$ cat config.mk
export PLATFORM = sky130hd
export DESIGN_NAME = gdb_packet_tx
export DESIGN_NICKNAME = d
export VERILOG_FILES = /design/src/rtl/gdb_packet_tx.sv
export SDC_FILE = /design/constraint.sdc
export NUM_CORES = 1
export LEC_CHECK = 0
export ABC_AREA = 1
export CAP_MARGIN = 30
export CORE_MARGIN = 2
export CORE_UTILIZATION = 45
export DETAILED_ROUTE_END_ITERATION = 12
export HOLD_SLACK_MARGIN = 0.15
export MAX_ROUTING_LAYER = met4
export PLACE_DENSITY_LB_ADDON = 0.12
export SLEW_MARGIN = 10
export SYNTH_ARGS = -nofsm -noshare
export SYNTH_HDL_FRONTEND = slang
export SYNTH_SLANG_ARGS = --single-unit
$ cat constraint.sdc
create_clock -name clk_i -period 3.24 [get_ports clk_i]
set_input_delay 0.81 -clock clk_i [delete_from_list [all_inputs] [get_ports clk_i]]
set_output_delay 0.81 -clock clk_i [all_outputs]
set_load 0.01 [all_outputs]
$ cat src/rtl/gdb_packet_tx.sv
// GDB remote serial protocol transmitter: buffers a reply payload and frames it as
// $<payload>#<cs_hi><cs_lo>. It then waits for the host's '+'/'-' ack and retransmits on NAK or timeout.
module gdb_packet_tx #(
    parameter int          DEPTH       = 64,
    parameter int          AW          = 6,
    parameter int          GAP         = 2,
    parameter logic [23:0] ACK_TIMEOUT = 24'hFFFFFF,
    parameter int          MAX_RETRY   = 3
) (
    input  logic       clk_i,
    input  logic       rst_n_i,
    input  logic       ld_we_i,
    input  logic [7:0] ld_dat_i,
    input  logic       start_i,
    output logic       busy_o,
    output logic       done_o,
    output logic       err_o,
    output logic [7:0] tx_byte_o,
    output logic       tx_send_o,
    input  logic       tx_ready_i,
    input  logic [7:0] rx_byte_i,
    input  logic       rx_available_i,
    output logic       rx_read_o
);

    localparam int GW = (GAP < 2) ? 1 : $clog2(GAP);
    localparam int RW = (MAX_RETRY < 1) ? 1 : $clog2(MAX_RETRY + 1);
    localparam logic [GW-1:0] GAP_LAST = GW'((GAP > 0) ? GAP - 1 : 0);
    localparam logic [RW-1:0] RETRY_MAX = RW'(MAX_RETRY);
    localparam logic [AW:0] LEN_FULL = (AW + 1)'(DEPTH);
    localparam logic [23:0] TO_LAST = ACK_TIMEOUT - 24'd1;

    typedef enum logic [3:0] {
        S_IDLE,
        S_DOLLAR,
        S_PAYLOAD,
        S_HASH,
        S_CS_HI,
        S_CS_LO,
        S_GAP,
        S_WAIT_ACK,
        S_ACK_READ
    } state_t;

    state_t        r_state;
    state_t        r_after;
    logic [GW-1:0] r_gap;
    logic [AW:0]   r_len;
    logic [AW:0]   r_idx;
    logic [7:0]    r_csum;
    logic [23:0]   r_to_cnt;
    logic [RW-1:0] r_retry;
    logic [7:0]    r_buf [DEPTH];

    logic       w_ld;
    logic [7:0] w_rd;
    logic       w_ack;
    logic       w_nak;

    function automatic logic [7:0] hex_lc(input logic [3:0] n);
        return (n < 4'd10) ? (8'h30 + {4'h0, n}) : (8'h57 + {4'h0, n});
    endfunction

    assign w_ld  = (r_state == S_IDLE) && ld_we_i && (r_len != LEN_FULL);
    assign w_rd  = r_buf[r_idx[AW-1:0]];
    assign w_ack = (r_state == S_ACK_READ) && (rx_byte_i == 8'h2B);
    // A '-' and a silent host are handled identically.
    assign w_nak = ((r_state == S_ACK_READ) && (rx_byte_i == 8'h2D)) ||
                   ((r_state == S_WAIT_ACK) && !rx_available_i && (r_to_cnt == TO_LAST));

    always_ff @(posedge clk_i) begin
        if (w_ld) r_buf[r_len[AW-1:0]] <= ld_dat_i;
    end

    always_ff @(posedge clk_i or negedge rst_n_i) begin
        if (!rst_n_i) begin
            r_state   <= S_IDLE;
            r_after   <= S_IDLE;
            r_gap     <= '0;
            r_len     <= '0;
            r_idx     <= '0;
            r_csum    <= '0;
            r_to_cnt  <= '0;
            r_retry   <= '0;
            busy_o    <= 1'b0;
            done_o    <= 1'b0;
            err_o     <= 1'b0;
            tx_byte_o <= 8'h00;
            tx_send_o <= 1'b0;
            rx_read_o <= 1'b0;
        end else begin
            tx_send_o <= 1'b0;
            rx_read_o <= 1'b0;
            done_o    <= 1'b0;
            err_o     <= 1'b0;
            if (w_ld) r_len <= r_len + 1'b1;

            case (r_state)
                S_IDLE: begin
                    if (start_i) begin
                        busy_o  <= 1'b1;
                        r_state <= S_DOLLAR;
                    end
                end
                S_DOLLAR: begin
                    if (tx_ready_i) begin
                        tx_byte_o <= 8'h24;
                        tx_send_o <= 1'b1;
                        r_csum    <= '0;
                        r_idx     <= '0;
                        r_gap     <= '0;
                        r_after   <= S_PAYLOAD;
                        r_state   <= S_GAP;
                    end
                end
                S_PAYLOAD: begin
                    if (r_idx == r_len) begin
                        r_state <= S_HASH;
                    end else if (tx_ready_i) begin
                        tx_byte_o <= w_rd;
                        tx_send_o <= 1'b1;
                        r_csum    <= r_csum + w_rd;
                        r_idx     <= r_idx + 1'b1;
                        r_gap     <= '0;
                        r_after   <= S_PAYLOAD;
                        r_state   <= S_GAP;
                    end
                end
                S_HASH: begin
                    if (tx_ready_i) begin
                        tx_byte_o <= 8'h23;
                        tx_send_o <= 1'b1;
                        r_gap     <= '0;
                        r_after   <= S_CS_HI;
                        r_state   <= S_GAP;
                    end
                end
                S_CS_HI: begin
                    if (tx_ready_i) begin
                        tx_byte_o <= hex_lc(r_csum[7:4]);
                        tx_send_o <= 1'b1;
                        r_gap     <= '0;
                        r_after   <= S_CS_LO;
                        r_state   <= S_GAP;
                    end
                end
                S_CS_LO: begin
                    if (tx_ready_i) begin
                        tx_byte_o <= hex_lc(r_csum[3:0]);
                        tx_send_o <= 1'b1;
                        r_to_cnt  <= '0;
                        r_gap     <= '0;
                        r_after   <= S_WAIT_ACK;
                        r_state   <= S_GAP;
                    end
                end
                S_GAP: begin
                    if (r_gap == GAP_LAST) r_state <= r_after;
                    else                   r_gap   <= r_gap + 1'b1;
                end
                S_WAIT_ACK: begin
                    r_to_cnt <= r_to_cnt + 24'd1;
                    if (rx_available_i) begin
                        rx_read_o <= 1'b1;
                        r_state   <= S_ACK_READ;
                    end
                end
                S_ACK_READ: begin
                    // Noise bytes drop back to waiting; the timeout keeps running.
                    r_state <= S_WAIT_ACK;
                end
                default: r_state <= S_IDLE;
            endcase

            if (w_ack) begin
                done_o  <= 1'b1;
                busy_o  <= 1'b0;
                r_len   <= '0;
                r_retry <= '0;
                r_state <= S_IDLE;
            end else if (w_nak) begin
                if (r_retry == RETRY_MAX) begin
                    err_o   <= 1'b1;
                    busy_o  <= 1'b0;
                    r_len   <= '0;
                    r_retry <= '0;
                    r_state <= S_IDLE;
                end else begin
                    r_retry <= r_retry + 1'b1;
                    r_state <= S_DOLLAR;
                end
            end
        end
    end

endmodule

==> impl_metrics.json, run 1 <==
{
  "routed_wl_mm": 69.10,
  "postRouteAntennaNets": 0,
  "multi_input_area_um2": 6928,
  "nFillCells": 4734,
  "drive_gt1_share_pct": 17.24,
  "num_vias": 17565,
  "start_util_pct": 45.42,
  "clk_pin_slew_worst_paths_ns": 0.06,
  "hp-class": "flip-flop to flip-flop",
  "p_leak_uw": 0.01102,
  "p_sw_uw": 7606,
  "fin_hold_ws_ns": 0.4766,
  "io_buffers": 34,
  "detailed_place_hpwl_mm": 42.74,
  "synth_cells": 2226,
  "p_comb_share_pct": 30.2,
  "post-route-min-period_ns": 3.213,
  "relSlewSlack_pct": 44.10,
  "finalHoldViolations": 0,
  "num_rows": 86,
  "antenna_found_initial": 1,
  "rsz0062_at_grt": "true",
  "tightest_slew_ns": 0.8385,
  "cp.arrival_ns": 3.77,
  "grt.busiest_layer": "met2",
  "outcome": "finished, final reports clean",
  "fin_nets": 2462,
  "final_core_util_pct": 54.59,
  "cp.required_ns": 3.80,
  "clkPwrFrac_pct": 31.7,
  "drc": 0,
  "grt_max_degree": 70,
  "skew_ns": 0.01908,
  "min_period_over_period_pct": 99.17,
  "grt_usage_pct": 24.20,
  "clk_path_buf_depth": 3,
  "core_um2": 54990,
  "setup_viol": 0,
  "dieWidth_um": 239.6,
  "cp_max_fo": 30,
  "syn2layout_area_growth_pct": 20.20,
  "first_pass_iters": 7,
  "ys.flop_type": "edfxtp_1",
  "crit_path_end_kind": "flip-flop",
  "met3_usage_pct": 3.826,
  "swShare_pct": 32.94,
  "fmax_mhz": 311.2,
  "dieHeight_um": 239.6,
  "crit_type": "flip-flop to flip-flop",
  "ff2ff_setup_slack_ns": 0.03,
  "p_per_area_nw_per_um2": 769.1,
  "ir_worst_vdd_v": 0.0004937,
  "postSynthAreaPerCell_um2": 11.22,
  "ctsHtreeMaxLevel": 2,
  "gr-usage-met1_pct": 31.73,
  "overflow": 0,
  "routedWlPerCell_um": 21.42,
  "drtIter0Drc": 1612,
  "viasPerCell": 5.445,
  "cts_buffers": 61,
  "die-area_um2": 57400,
  "regArea_um2": 17110,
  "final_max_slew_viol_count": 0,
  "yosysWarnings": 0,
  "synth_area_um2": 24970,
  "clockRootBuffer": "clkbuf_16",
  "place_congestion": 0.8928,
  "io_pins": 35,
  "ys_types": 54,
  "tritoncts": "done",
  "seqPwrFrac_pct": 38.2,
  "cp-start-kind": "flip-flop",
  "grt_pass1_vias": 16942,
  "syn-num-nets": 2264,
  "synth-edff-count": 512,
  "maxCapViolations": 0,
  "intPower_uw": 15480,
  "synth-seq-cells": 581,
  "p_total_uw": 23090,
  "clock_sinks": 581,
  "synthArstFlopShare_pct": 11.88,
  "grt_first_pass_wirelength_mm": 101.3,
  "grtUsageMet2_pct": 38.83,
  "synth-seq-area-share_pct": 68.48,
  "clk_latency_ns": 0.64
}
[through the flow]
step	worst slack, ns	TNS, ns	cell area (µm²)	std cells
floorplan	0.4200	0	24970	2226
global placement	-0.1346	-0.2475	27150	3081
detailed placement	-0.1160	-0.2972	27170	3082
CTS	0.02004	0	29400	3204
global route	-0.09476	-0.2413	30020	3226
finish	0.02694	0	30020	3226
[registers in the layout, summed over array words and instances, names as in the netlist]
register / flops
err_o: 1
r_csum: 8
r_gap: 1
r_state: 4
r_after: 3
tx_send_o: 1
rx_read_o: 1
tx_byte_o: 8
busy_o: 1
r_retry: 2
r_len: 7
r_idx: 7
done_o: 1
r_to_cnt: 24
r_buf: 512
[critical path, stage by stage (launching register included)]
cell       delay [ns]
dfrtp_4          0.51
buf_12           0.17
buf_4            0.17
clkbuf_16        0.21
o21ai_0          0.19
o211ai_1         0.10
nand3_1          0.22
nand3_1          0.11
nand3_1          0.14
nand2_2          0.10
fa_2             0.36
nand2_2          0.09
nand2_2          0.05
a21oi_2          0.18
nor2_2           0.07
o21ai_1          0.13
nand2_1          0.09
nand2_1          0.06
nand2_1          0.06
o22ai_2          0.12
[layer usage]
layer	part of all wire (%)	wire (µm)	vias to the layer above
met2	48	33000	547
met1	43	29830	8695
met3	5.8	4034	115
li1	-	-	8208
met5	0	0	-
met4	3.2	2237	0
[final cells by class]
cell class | instances | area share (%)
inverter | 148 | 1.942
multi-input combinational | 1387 | 23.08
antenna | 1 | 0.008336
tap | 748 | 3.118
timing repair inverter | 3 | 0.1375
sequential | 581 | 56.99
clock inverter | 33 | 1.388
timing repair buffer | 242 | 7.703
clock buffer | 83 | 5.631
[logic make-up after synthesis]
group / synth area share (%)
AOI/OAI and AO/OA: 9.925
xor gates and xnor gates: 0.4208
adders and majority gates: 0.8317
buffers and inverters: 4.830
DFF: 68.48
muxes: 0.1603
and+or+nand+nor: 15.36
[synthesized netlist by cell type, types with 14 or more instances]
library cell    n  area, µm²
edfxtp_1      512      15370
nand3_1       118      590.6
buf_2          52      260.3
nor2_1        381       1430
dfrtp_1        69       1727
buf_4          17      127.6
nor3_1         19      95.09
inv_1         128      480.5
buf_6          14      157.7
o211ai_1       46      345.3
a21oi_1        46      230.2
o22ai_1        51      319.1
clkbuf_1       26      97.59
o21ai_0       256       1281
nand2_1       339       1272
ha_1           15      187.7
[worst paths after layout]
check / from / end / cells after the start
max in group asynchronous: rst_n_i / r_idx[1]$_DFFE_PN0P_ / 3
min: tx_byte_o[1]$_DFFE_PN0P_ / tx_byte_o[1]$_DFFE_PN0P_ / 2
max: r_idx[0]$_DFFE_PN0P_ / r_csum[6]$_DFFE_PN0P_ / 19
max reg2reg: r_idx[0]$_DFFE_PN0P_ / r_csum[6]$_DFFE_PN0P_ / 19
min in group asynchronous: rst_n_i / r_csum[6]$_DFFE_PN0P_ / 2
min reg2reg: tx_byte_o[1]$_DFFE_PN0P_ / tx_byte_o[1]$_DFFE_PN0P_ / 2
[timing repair]
item                                    in CTS  in global routing
hold endpoints to repair                     0                 13
pin swaps                                    2                 40
endpoints found under the setup margin       4                  5
setup buffers                                4                 11
gates resized for setup                      8                115
gates cloned                                 2                  9
hold buffers                                 0                  1
[power by group through the flow]
stage	sequential [µW]	clock, µW	combinational [µW]
after floorplan	8840	0	3850
after global placement	8950	0	6010
after detailed placement	8960	0	6070
after CTS	8820	7430	6280
after global routing	8850	7730	7620
final	8820	7310	6960
[cell usage in the layout (no fill, tap or decap), types with 15 or more instances in the layout]
cell and count:
buf_4 172, inv_1 126, inv_2 15, nor2_2 23, clkbuf_1 15, clkdlybuf4s50_1 25, nor2_1 369, dfrtp_1 67
o21ai_0 222, nand3_1 109, o21ai_1 41, o211ai_1 46, o22ai_1 48, edfxtp_1 512, nor3_1 18, clkbuf_16 68
a21oi_1 36, nand2_1 328
No activity file was read; power rests on OpenSTA's default activity.
==> run 2: changes to the inputs <==
--- a/config.mk
+++ b/config.mk
@@ -7,13 +7,11 @@
 export LEC_CHECK = 0
 export ABC_AREA = 1
 export CAP_MARGIN = 30
-export CORE_MARGIN = 2
 export CORE_UTILIZATION = 45
 export DETAILED_ROUTE_END_ITERATION = 12
 export HOLD_SLACK_MARGIN = 0.15
 export MAX_ROUTING_LAYER = met4
 export PLACE_DENSITY_LB_ADDON = 0.12
-export SLEW_MARGIN = 10
 export SYNTH_ARGS = -nofsm -noshare
 export SYNTH_HDL_FRONTEND = slang
 export SYNTH_SLANG_ARGS = --single-unit
==> impl_metrics.json, run 2 (synthesized netlist as in run 1, its figures left out) <==
{
  "pre_cts_slack_ns": -0.08606,
  "wl_met2_mm": 32.82,
  "worst_path_max_delay_cell": "dfrtp_4",
  "ir_worst_vdd_v": 0.0004972,
  "final_max_slew_viol_count": 0,
  "overflow": 0,
  "nFillCells": 4666,
  "holdCritStartpoint": "tx_byte_o[0]$_DFFE_PN0P_",
  "fmax_mhz": 309.9,
  "tightest_slew_ns": 0.9500,
  "path_cells": "buf_12 -> buf_12 -> clkbuf_16 -> buf_4 -> o21ai_0 -> o22ai_1 -> nand2_1 -> nand3_1 -> nor2_2 -> nor2_1 -> and2_4 -> ha_4 -> nand2_1 -> nor3_2 -> nor2_2 -> inv_1 -> nand3_1 -> nand3_1 -> nand2_1",
  "finalHoldViolations": 0,
  "cp-start-kind": "flip-flop",
  "maxCapViolations": 0,
  "die-area_um2": 56440,
  "clk_latency_ns": 0.63,
  "cts_buffers": 60,
  "clock_sinks": 581,
  "skew_ns": 0.02074,
  "cp.required_ns": 3.76,
  "largest_reg_flops": 512,
  "clockRootBuffer": "clkbuf_16",
  "post-route-min-period_ns": 3.227,
  "crit_path_end_kind": "flip-flop",
  "r2r-end": "r_csum[7]$_DFFE_PN0P_",
  "syn2layout_area_growth_pct": 19.08,
  "rsz0062_at_grt": "true",
  "hold_path_end": "tx_byte_o[0]$_DFFE_PN0P_",
  "drive_gt1_share_pct": 15.72,
  "outcome": "finished, final reports clean",
  "num_vias": 17544,
  "setup_viol": 0,
  "grt_first_pass_wirelength_mm": 102.8,
  "final_cell_mix": "512 x edfxtp_1, 375 x nor2_1, 334 x nand2_1",
  "io_pins": 35,
  "wl_met3_mm": 4.202,
  "grt_pass1_vias": 16819,
  "r2r_start": "r_idx[0]$_DFFE_PN0P_",
  "hp-class": "flip-flop to flip-flop",
  "grt_max_degree": 70,
  "grt_usage_pct": 25.01,
  "clk_path_buf_depth": 3,
  "clk_pin_slew_worst_paths_ns": 0.06,
  "ff2ff_setup_slack_ns": 0.01,
  "setup_slack_ns": 0.01347,
  "num_rows": 85,
  "ctsHtreeMaxLevel": 2,
  "io_buffers": 34,
  "first_pass_iters": 6,
  "diodes": 0,
  "final_common_cell": "edfxtp_1",
  "cpPeakStageDelay_ns": 0.52,
  "routedWlPerCell_um": 21.82,
  "tritoncts": "done",
  "min_period_over_period_pct": 99.58,
  "core_um2": 54350,
  "relSlewSlack_pct": 36.67,
  "place_congestion": 0.9388,
  "cp_max_fo": 12,
  "dieWidth_um": 237.6,
  "rr_worst_depth": 19,
  "routed_wl_mm": 69.70,
  "p_per_area_nw_per_um2": 762.0,
  "p_leak_uw": 0.01091,
  "drc": 0,
  "detailed_place_hpwl_mm": 43.06,
  "cp.arrival_ns": 3.75,
  "met1_length_mm": 30.22,
  "fin_nets": 2444,
  "start_util_pct": 45.95,
  "postRouteAntennaNets": 0,
  "fin_hold_ws_ns": 0.4776,
  "top_layer": "met4",
  "drtIter0Drc": 1488,
  "antenna_found_initial": 0,
  "hold_path_depth": 2,
  "viasPerCell": 5.493,
  "crit_type": "flip-flop to flip-flop",
  "dieHeight_um": 237.6
}
run 2: changes by cell type in the layout (fill, tap and decap cells not counted), moves of 5 or more:
cell,delta
o21ai_0,+9
buf_12,+9
a21oi_2,-6
nor2_1,+6
nand2_1,+6
clkbuf_8,-6
clkbuf_1,-6
clkinv_1,+6
o21ai_1,-12
a21oi_1,+5
buf_4,-21
run 2: worst max-delay path by stage:
stage | from | endpoint | slack [ns] | cells after the start
5_1_grt | r_idx[0]$_DFFE_PN0P_ | r_csum[7]$_DFFE_PN0P_ | -0.1 | 21
2_1_floorplan | r_idx[0]$_DFFE_PN0P_ | r_csum[5]$_DFFE_PN0P_ | 0.42 | 20
6_report | r_idx[0]$_DFFE_PN0P_ | r_csum[7]$_DFFE_PN0P_ | 0.01 | 19
3_3_place_gp | r_idx[0]$_DFFE_PN0P_ | r_csum[6]$_DFFE_PN0P_ | -0.04 | 22
3_5_place_dp | r_idx[0]$_DFFE_PN0P_ | r_csum[6]$_DFFE_PN0P_ | -0.09 | 22
4_1_cts | r_idx[0]$_DFFE_PN0P_ | r_csum[7]$_DFFE_PN0P_ | -0.03 | 21
run 2: final cells by class:
cell class	count	area (µm²)	share of cell area, %
Clock buffer	70	1560	5.247
Multi-Input combinational cell	1387	6835	22.98
Timing Repair Buffer	228	2327	7.826
Inverter	148	570.5	1.919
Sequential cell	581	17110	57.53
Tap cell	739	924.6	3.109
Clock inverter	41	411.6	1.384
run 2: what timing repair did:
action,in CTS,in global routing
endpoints found under the hold margin,0,26
gates resized for setup,8,74
endpoints found under the setup margin,2,5
pin swaps,2,18
hold buffers,0,1
gates cloned,1,8
buffers inserted,1,13
run 2: power breakdown:
part	leakage [µW]	internal, µW	switching (µW)	total, µW
Sequential	0.00550	8480	342	8830
Combinational	0.00444	2580	4300	6870
Clock	0.000964	4070	2900	6960
run 2: per-stage QoR:
step	cell area (µm²)	utilization [%]	setup TNS (ns)	total power (µW)	instances
after floorplan	24970	-	0	12690	2226
after global placement	27160	49.98	-0.04045	14990	3059
after detailed placement	27160	49.98	-0.09041	15070	3059
after CTS	29200	53.74	-0.03211	22140	3172
after global routing	29740	54.72	-0.1860	23680	3194
final	29740	54.72	0	22660	3194
run 2: worst max-delay path, delay by kind of cell (launching register included):
kind,cells,cell delay (ns)
buf+inv,5,0.67
flops,1,0.52
fa+ha+maj,1,0.26
compound gates,2,0.29
simple gates,11,1.35
run 2: per-layer routing:
| layer | GRT usage [%] | up-vias |
|---|---|---|
| met3 | 3.356 | 124 |
| met1 | 33.30 | 8609 |
| li1 | - | 8188 |
| met4 | 9.462 | 0 |
| met2 | 39.21 | 623 |
| met5 | - | - |
==> run 3: changes to the inputs <==
--- a/config.mk
+++ b/config.mk
@@ -8,6 +8,7 @@
 export ABC_AREA = 1
 export CAP_MARGIN = 30
 export CORE_UTILIZATION = 45
+export CTS_CLUSTER_SIZE = 16
 export DETAILED_ROUTE_END_ITERATION = 12
 export HOLD_SLACK_MARGIN = 0.15
 export MAX_ROUTING_LAYER = met4
==> impl_metrics.json, run 3 (synthesized netlist as in run 1, its figures left out) <==
{
  "outcome": "finished, final reports clean",
  "clk_pin_slew_worst_paths_ns": 0.07,
  "maxCapViolations": 0,
  "worst_path_max_delay_cell": "dfrtp_4",
  "cp_max_fo": 18,
  "drive_gt1_share_pct": 14.58,
  "clk_path_buf_depth": 3,
  "rr_worst_depth": 21,
  "viasPerCell": 5.459,
  "crit_type": "flip-flop to flip-flop",
  "start_util_pct": 45.95,
  "final_max_slew_viol_count": 0,
  "first_pass_iters": 6,
  "detailed_place_hpwl_mm": 43.06,
  "grt_pass1_vias": 16819,
  "path_buf_inv": 5,
  "place_congestion": 0.9388,
  "path_cells": "clkinv_2 -> buf_12 -> buf_16 -> buf_4 -> o21ai_0 -> o22ai_1 -> nand2_1 -> nand3_1 -> o21ai_1 -> nand2_1 -> and2_1 -> ha_2 -> nand2_1 -> nand2_1 -> a31oi_4 -> inv_1 -> a21oi_1 -> o21ai_1 -> nand2_1 -> nand2_1 -> o22ai_1",
  "fmax_mhz": 313.9,
  "hold_path_end": "tx_byte_o[0]$_DFFE_PN0P_",
  "ir_worst_vdd_v": 0.0005803,
  "finalHoldViolations": 0,
  "min_period_over_period_pct": 98.32,
  "setup_slack_ns": 0.05445,
  "postRouteAntennaNets": 0,
  "crit_top_cell": "nand2_1",
  "routedWlPerCell_um": 21.50,
  "r2r_start": "r_idx[1]$_DFFE_PN0P_",
  "tritoncts": "done",
  "final_common_cell": "edfxtp_1",
  "ff2ff_setup_slack_ns": 0.05,
  "final_core_util_pct": 54.15,
  "largest_reg_flops": 512,
  "path_delay_family": "compound AO/OA/AOI/OAI gates",
  "num_rows": 85,
  "grt_max_degree": 70,
  "cp.arrival_ns": 3.74,
  "rsz0062_at_grt": "true",
  "post_dp_cell_area_um2": 27160,
  "grt_usage_pct": 25.02,
  "tightest_slew_ns": 0.9293,
  "clock_sinks": 581,
  "routed_wl_mm": 68.39,
  "holdCritStartpoint": "tx_byte_o[0]$_DFFE_PN0P_",
  "dieWidth_um": 237.6,
  "r2r-end": "r_csum[5]$_DFFE_PN0P_",
  "final_cell_mix": "512 x edfxtp_1, 377 x nor2_1, 337 x nand2_1",
  "cpPeakStageDelay_ns": 0.53,
  "clk_latency_ns": 0.63,
  "dieHeight_um": 237.6,
  "num_vias": 17365,
  "hp-class": "flip-flop to flip-flop",
  "crit_path_end_kind": "flip-flop",
  "diodes": 0,
  "clockRootBuffer": "clkbuf_16",
  "overflow": 0,
  "pre_cts_slack_ns": -0.08606,
  "setup_viol": 0,
  "post-route-min-period_ns": 3.186,
  "syn2layout_area_growth_pct": 17.85,
  "cp.required_ns": 3.79,
  "drc": 0,
  "die-area_um2": 56440,
  "skew_ns": 0.02351,
  "drtIter0Drc": 1452,
  "io_pins": 35,
  "p_leak_uw": 0.01078,
  "fin_nets": 2430,
  "grt_first_pass_wirelength_mm": 102.8,
  "relSlewSlack_pct": 38.04,
  "ctsHtreeMaxLevel": 2,
  "io_buffers": 34,
  "hold_path_depth": 2,
  "cts_buffers": 60,
  "core_um2": 54350,
  "antenna_found_initial": 0,
  "final_area_um2": 29430,
  "p_per_area_nw_per_um2": 757.2,
  "cp-start-kind": "flip-flop"
}
[run 3: changes by cell type in the layout (fill, tap and decap cells not counted), sizes merged]
cell    previous run  this run
bufinv             8         9
clkinv            34        33
buf              194       186
clkbuf            78        73
[run 3: per-stage QoR]
stage / setup TNS [ns] / instances / power (µW) / hold WS [ns]
2_1_floorplan: 0 / 2226 / 12690 / 0.4423
3_3_place_gp: -0.04045 / 3059 / 14990 / 0.4648
3_5_place_dp: -0.09041 / 3059 / 15070 / 0.4649
4_1_cts: -0.03211 / 3173 / 22230 / 0.3309
5_1_grt: -0.2904 / 3181 / 23320 / 0.5070
6_report: 0 / 3181 / 22290 / 0.4775
[run 3: repair_timing]
item                                    4_1_cts  5_1_grt
endpoints found under the hold margin         0       26
setup buffers                                 1        4
hold buffers                                  0        1
endpoints found under the setup margin        2        5
pin swaps                                     2        7
cloned                                        1        2
gates resized for setup                       8       35
[run 3: area by class of cell]
cell class	instances	area [µm²]
Clock buffer	71	1564
Clock inverter	41	434.2
Fill cell	4703	24920
Inverter	148	561.8
Multi-Input combinational cell	1387	6759
Sequential cell	581	17110
Tap cell	739	924.6
Timing Repair Buffer	214	2078
[run 3: tightest hold or removal path, cell delays in order, from the launching register on]
cell and delay (ns):
dfrtp_1 0.34, nand2_1 0.05, nand2_1 0.05
[run 3: layer usage]
layer	share of wire [%]	up-vias	GRT usage, %	routed length, µm
li1	-	8148	-	-
met1	44	8508	33.29	29830
met2	47	584	39.22	32050
met3	5.9	125	3.356	4045
met4	3.6	0	9.521	2454
met5	0	-	-	0
[run 3: worst max-delay path by stage]
stage                          from                     to  cells past startpoint
6_report       r_idx[1]$_DFFE_PN0P_  r_csum[5]$_DFFE_PN0P_                     21
5_1_grt        r_idx[1]$_DFFE_PN0P_  r_csum[5]$_DFFE_PN0P_                     20
4_1_cts        r_idx[0]$_DFFE_PN0P_  r_csum[7]$_DFFE_PN0P_                     21
3_5_place_dp   r_idx[0]$_DFFE_PN0P_  r_csum[6]$_DFFE_PN0P_                     22
3_3_place_gp   r_idx[0]$_DFFE_PN0P_  r_csum[6]$_DFFE_PN0P_                     22
2_1_floorplan  r_idx[0]$_DFFE_PN0P_  r_csum[5]$_DFFE_PN0P_                     20
[run 3: report_power, final]
part / internal, µW / total (µW) / switching (µW)
clock: 4150 / 7050 / 2900
sequential: 8480 / 8830 / 349
combinational: 2310 / 6400 / 4090
